--- config.mk ---
export PLATFORM = sky130hd
export DESIGN_NAME = pulse_stats_collector
export DESIGN_NICKNAME = d
export VERILOG_FILES = /design/src/rtl/pulse_meas_pkg.sv /design/src/rtl/pulse_stats_ring.sv /design/src/rtl/pulse_stats_collector.sv
export SDC_FILE = /design/constraint.sdc
export NUM_CORES = 1
export LEC_CHECK = 0
export ABC_AREA = 1
export CAP_MARGIN = 5
export CORE_UTILIZATION = 65
export DETAILED_ROUTE_END_ITERATION = 8
export GPL_TIMING_DRIVEN = 0
export MAX_ROUTING_LAYER = met4
export PLACE_DENSITY = 0.93
export SYNTH_ARGS = -nofsm -noshare
export SYNTH_HDL_FRONTEND = slang
export SYNTH_SLANG_ARGS = --single-unit
export TNS_END_PERCENT = 30
--- constraint.sdc ---
create_clock -name clk -period 5 [get_ports clk]
set_input_delay 1.5 -clock clk [delete_from_list [all_inputs] [get_ports clk]]
set_output_delay 1.5 -clock clk [all_outputs]
set_load 0.05 [all_outputs]
--- src/rtl/pulse_meas_pkg.sv ---
// Shared types and defaults for the pulse measurement chain.
package pulse_meas_pkg;

  localparam int unsigned W_TIME_DEF = 32;

  typedef enum logic [1:0] {
    S_IDLE,
    S_UPDATE,
    S_PUBLISH
  } stats_state_t;

endpackage

--- src/rtl/pulse_stats_ring.sv ---
// Circular buffer of the last DEPTH samples; reports the entry about to be overwritten.
module pulse_stats_ring #(
  parameter int unsigned W_TIME = 32,
  parameter int unsigned DEPTH  = 8
) (
  input  logic              clk,
  input  logic              rst_n,
  input  logic              clr,
  input  logic              wr_en,
  input  logic [W_TIME-1:0] wr_data,
  output logic [W_TIME-1:0] old_data,
  output logic              full
);
  localparam int unsigned LOG2 = $clog2(DEPTH);
  localparam logic [LOG2:0] FillMax = (LOG2 + 1)'(DEPTH);

  logic [W_TIME-1:0] mem_q [DEPTH];
  logic [LOG2-1:0]   wr_ptr_q;
  logic [LOG2:0]     fill_q;

  assign full     = (fill_q == FillMax);
  // Nothing is evicted until the window has filled once.
  assign old_data = full ? mem_q[wr_ptr_q] : '0;

  always_ff @(posedge clk or negedge rst_n) begin
    if (!rst_n) begin
      for (int i = 0; i < DEPTH; i++) mem_q[i] <= '0;
      wr_ptr_q <= '0;
      fill_q   <= '0;
    end else if (clr) begin
      for (int i = 0; i < DEPTH; i++) mem_q[i] <= '0;
      wr_ptr_q <= '0;
      fill_q   <= '0;
    end else if (wr_en) begin
      mem_q[wr_ptr_q] <= wr_data;
      wr_ptr_q        <= wr_ptr_q + LOG2'(1);
      if (!full) fill_q <= fill_q + (LOG2 + 1)'(1);
    end
  end

endmodule

--- src/rtl/pulse_stats_collector.sv ---
// Collects pulse widths on done_tick edges: sliding-window average, min/max and sample count.
module pulse_stats_collector
  import pulse_meas_pkg::*;
#(
  parameter int unsigned W_TIME = W_TIME_DEF,
  parameter int unsigned DEPTH  = 8,
  parameter int unsigned CNT_W  = 16
) (
  input  logic              clk,
  input  logic              rst_n,
  input  logic              done_tick,
  input  logic [W_TIME-1:0] time_ms,
  input  logic              clear,
  output logic              update_tick,
  output logic              stats_valid,
  output logic [W_TIME-1:0] avg_ms,
  output logic [W_TIME-1:0] min_ms,
  output logic [W_TIME-1:0] max_ms,
  output logic [CNT_W-1:0]  sample_cnt,
  output logic              overrun
);
  localparam int unsigned LOG2  = $clog2(DEPTH);
  localparam int unsigned SUM_W = W_TIME + LOG2;

  stats_state_t      state_q, state_d;
  logic              done_tick_q;
  logic              pending_q, pending_d;
  logic              src_hold_q, src_hold_d;
  logic [W_TIME-1:0] sample_q, hold_q, new_data, old_data;
  logic [W_TIME-1:0] min_q, max_q, avg_q, avg_d;
  logic [SUM_W-1:0]  sum_q, sum_d;
  logic [CNT_W-1:0]  cnt_q;
  logic              valid_q, overrun_q, full;
  logic              accept, busy, take, drop, cap, do_update;

  assign accept    = done_tick & ~done_tick_q & ~clear;
  assign busy      = (state_q != S_IDLE) | pending_q;
  assign cap       = accept & ~busy;
  assign take      = accept & busy & ~pending_q;
  assign drop      = accept & busy & pending_q;
  assign do_update = (state_q == S_UPDATE) & ~clear;
  assign new_data  = src_hold_q ? hold_q : sample_q;
  assign sum_d     = sum_q + SUM_W'(new_data) - SUM_W'(old_data);
  assign avg_d     = full ? W_TIME'(sum_q >> LOG2) : '0;

  pulse_stats_ring #(
    .W_TIME (W_TIME),
    .DEPTH  (DEPTH)
  ) u_ring (
    .clk      (clk),
    .rst_n    (rst_n),
    .clr      (clear),
    .wr_en    (do_update),
    .wr_data  (new_data),
    .old_data (old_data),
    .full     (full)
  );

  // The holding register stays occupied until its own sample has published.
  always_comb begin
    state_d    = state_q;
    pending_d  = pending_q;
    src_hold_d = src_hold_q;
    if (take) pending_d = 1'b1;
    unique case (state_q)
      S_IDLE: begin
        if (cap) begin
          state_d    = S_UPDATE;
          src_hold_d = 1'b0;
        end else if (pending_q) begin
          state_d    = S_UPDATE;
          src_hold_d = 1'b1;
        end
      end
      S_UPDATE: state_d = S_PUBLISH;
      S_PUBLISH: begin
        if (src_hold_q) pending_d = 1'b0;
        if (pending_d) begin
          state_d    = S_UPDATE;
          src_hold_d = 1'b1;
        end else begin
          state_d    = S_IDLE;
        end
      end
      default: state_d = S_IDLE;
    endcase
  end

  // New avg/valid are forwarded during the publish cycle so they appear with update_tick.
  assign update_tick = (state_q == S_PUBLISH) & ~clear;
  assign avg_ms      = update_tick ? avg_d : avg_q;
  assign stats_valid = update_tick ? full : valid_q;
  assign min_ms      = min_q;
  assign max_ms      = max_q;
  assign sample_cnt  = cnt_q;
  assign overrun     = overrun_q;

  always_ff @(posedge clk or negedge rst_n) begin
    if (!rst_n) begin
      done_tick_q <= 1'b0;
      state_q     <= S_IDLE;
      pending_q   <= 1'b0;
      src_hold_q  <= 1'b0;
      sample_q    <= '0;
      hold_q      <= '0;
      sum_q       <= '0;
      min_q       <= '1;
      max_q       <= '0;
      avg_q       <= '0;
      cnt_q       <= '0;
      valid_q     <= 1'b0;
      overrun_q   <= 1'b0;
    end else begin
      done_tick_q <= done_tick;
      if (clear) begin
        state_q    <= S_IDLE;
        pending_q  <= 1'b0;
        src_hold_q <= 1'b0;
        sample_q   <= '0;
        hold_q     <= '0;
        sum_q      <= '0;
        min_q      <= '1;
        max_q      <= '0;
        avg_q      <= '0;
        cnt_q      <= '0;
        valid_q    <= 1'b0;
        overrun_q  <= 1'b0;
      end else begin
        state_q    <= state_d;
        pending_q  <= pending_d;
        src_hold_q <= src_hold_d;
        if (cap)  sample_q  <= time_ms;
        if (take) hold_q    <= time_ms;
        if (drop) overrun_q <= 1'b1;
        if (state_q == S_UPDATE) begin
          sum_q <= sum_d;
          if (new_data < min_q) min_q <= new_data;
          if (new_data > max_q) max_q <= new_data;
          if (cnt_q != '1) cnt_q <= cnt_q + CNT_W'(1);
        end
        if (state_q == S_PUBLISH) begin
          avg_q   <= avg_d;
          valid_q <= full;
        end
      end
    end
  end

endmodule

==> impl_results.md <==
- WP buf/inv: 4
- Clock sinks: 481
- Global-route wire length before repair: 147 mm
- Slew margin rel.: 0.329
- Initial Util: 0.662
- Period utilization: 0.997
- Status: finished, final reports clean
- H-Tree Level Count: 2
- Post-Route WL: 97.3 mm
- CTS Buffer Depth: 3
- RSZ-0062 raised after global routing: no
- Max cap viols: 0
- Clk root buf: clkbuf_16
- Hold crit path type: reg2reg
- Final setup viols: 0
- CP max-delay cell: clkdlybuf4s15_1
- Hold Vio Cnt, Final: 0
- Synthesized area per cell: 8.34 um2
- Cell Area, Synth: 0.0257 mm2
- Worst-Skew Late Latency: 0.63 ns
- Die width: 201 um
- Initial antenna violation count: 0
- Hpwl dp: 70.2 mm
- Synth top area cells: dfrtp_1 (44%), nand2_1 (7.3%), inv_1 (7.0%)
- Cells after synthesis: 3081
- DR vias: 25658
- Number of routed nets with antenna violations: 0
- Die height: 201 um
- Max incr delay on CP: 0.56 ns
- Num CTS Buffers: 51
- Worst Setup Path Type: in2out
- Crit path cell chain: buf_2, nor2_4, nand2_1, buf_2, buf_1, o22ai_1, clkdlybuf4s15_1
- CP required: 3.50 ns
- Top cell type's share of synthesized area: 0.437
- Die ar.: 0.0403 mm2
- Crit path max-delay family: buffers and inverters
- Crit path DAT: 3.48 ns
- Total grt overflow: 0
- Number of global-route vias before repair: 25025
- DRC: 0
- 1st-iter DRT viols: 3656
- Ports: 151
- Static leakage: 13.6 nW
- Asr flop ratio synth: 1.00
- Final Core Density: 0.768
- Ys flop type: dfrtp_1
- Number of distinct library cells after synthesis: 45
- Largest family of logic cells by synthesized area: simple AND/OR/NAND/NOR gates
- Total track usage: 0.502
- Routability cong.: 1.04
- Worst-path clk slew: 0.06 ns
- Post-synthesis sequential area ratio: 0.470
- Critical Path Fanout Max: 10
- Core ar.: 0.0388 mm2
- Slew Limit Fails: 0
- Area leader, netlist: dfrtp_1
- Fillcell total: 2648
- Post-synthesis compound-gate area fraction: 0.168
- PwrDens: 488 mW/mm2
- Min cycle time layout: 4.98 ns
- IO Port Bufs: 149
- Post-Synth Simple-Gate Area: 0.168
- Syn nets: 3251
- Drt pass-1 iters: 7
- Wire length per cell: 25.3 um
- Area Overhead vs Synth: 16.1%
- Row count: 72
- Largest net degree at the start of global routing: 130
- Synth warnings: 0
- Net count, final: 3457
- Post-CTS Repair Setup Buffers: 0
- Synthesized flop and latch total: 481
- Peak VDD IR: 0.000334 V
- Worst Tran Pin Value: 1.01 ns
- Layout cells sized above 1: 0.0811
- CP startpoint kind: input pin
- Mux share of post-synthesis cell area: 0.0136
- CTS tree: yes
- Final antenna diode count: 0
- Post-Route Skew: 0.0244 ns
- Crit. End Element: output port
- Fmax: 0.201 GHz
- Vias per cell: 6.67
- Post-synth EDFFs: 0
- Total power: 0.0145 W
- Synth Area in XOR/XNOR: 0.00579
- Most frequent CP cell: buf_2
- Adder-Cell Fraction of Synth Area: 0.0746
## worst reg2reg max path: cells and delay by family, from the launching register on
kind / cells / cell delay [ns]
adders and majority gates: 2 / 0.89
and+or+nand+nor: 7 / 1.33
AOI/OAI and AO/OA: 4 / 1.42
DFF: 1 / 0.45
buffers and inverters: 5 / 0.69
## area by class of cell
cell class              count  area, um2  area share
clock buffers              71       1480      0.0497
well taps                 518        648      0.0217
clock inverters            23        359      0.0120
inverters                 508       1910      0.0640
plain buffers             160        673      0.0226
multi-input cells        1932      11100       0.371
flip-flops and latches    481      12100       0.405
repair buffers            153       1600      0.0537
## cell families after synthesis
kind of cell / Yosys count
muxes: 31
DFF: 481
buffers and inverters: 668
and+or+nand+nor: 1012
adders and majority gates: 134
AOI/OAI and AO/OA: 738
xor gates and xnor gates: 17
## cell usage after synthesis (28+ instances only)
library cell / number
dfstp_2: 32
clkbuf_1: 100
fa_1: 32
nand2_1: 502
nor2_1: 165
inv_1: 476
o22ai_1: 195
dfrtp_1: 449
o21ai_0: 315
nand3_1: 289
ha_1: 102
a21oi_1: 101
a221oi_1: 28
buf_2: 34
inv_2: 31
mux2_2: 31
## path summary, 6_finish.rpt
kind	startpoint	to	slack, ns	cells after the start
max	clear	avg_ms[26]	0.02	7
min	sum_q[30]	sum_q[30]	0.48	2
max reg2reg	u_ring.wr_ptr_q[0]	sum_q[29]	0.12	18
min reg2reg	sum_q[30]	sum_q[30]	0.48	2
max in group asynchronous	rst_n	u_ring.mem_q[216]	2.99	3
min in group asynchronous	rst_n	sum_q[6]	0.67	1
## registers in the layout (all words and copies together), names as in the netlist, 2 cells and up
name	cells
hold_q	32
u_ring.wr_ptr_q	3
u_ring.mem_q	256
max_ms	32
sample_q	32
state_q	2
min_ms	32
avg_q	32
sample_cnt	16
u_ring.fill_q	4
sum_q	35
## metal layers
metal | vias up | GRT usage | wire (um) | part of all wire
met2 | 2056 | 0.739 | 42800 | 0.44
met1 | 12314 | 0.611 | 34600 | 0.36
li1 | 10740 | - | - | -
met4 | 0 | 0.330 | 7510 | 0.077
met3 | 548 | 0.133 | 12400 | 0.13
met5 | - | - | 0 | 0
## layout by cell type (no fill, tap or decap), types with 22 or more instances in the layout
cell and instances:
clkdlybuf4s50_1 115, nand2_1 502, inv_1 476, buf_2 34
fa_1 32, clkbuf_16 51, a21oi_1 101, nor2_1 165
a22oi_1 27, dfstp_2 32, o22ai_1 195, a41oi_1 22
inv_2 31, dfrtp_1 449, a221oi_1 28, nand3_1 288
ha_1 102, mux2_2 31, clkbuf_1 99, o21ai_0 314
## where the power goes
part | leakage, nW | internal [W] | switching, W | total [W]
clock network | 0.911 | 0.00249 | 0.00168 | 0.00417
logic | 6.15 | 0.00180 | 0.00422 | 0.00602
registers | 6.54 | 0.00418 | 0.000170 | 0.00435
## stage by stage
step / TNS [ns] / setup slack (ns) / hold slack, ns / std cells / area, um2
floorplan: 0 / 0.381 / 0.442 / 3081 / 25700
global placement: -8424.37 / -17.97 / 0.458 / 3748 / 27800
detailed placement: -13.67 / -0.496 / 0.466 / 3752 / 28000
CTS: 0 / 0.0319 / 0.481 / 3846 / 29800
global route: 0 / 0.00334 / 0.494 / 3846 / 29800
finish: 0 / 0.0165 / 0.483 / 3846 / 29800
## timing repair
action | in CTS | in global routing
hold buffers | 0 | 0
cloned | 0 | 0
resized for setup | 71 | 26
endpoints found under the setup margin | 33 | 48
Power figures use the tool's default switching activity.
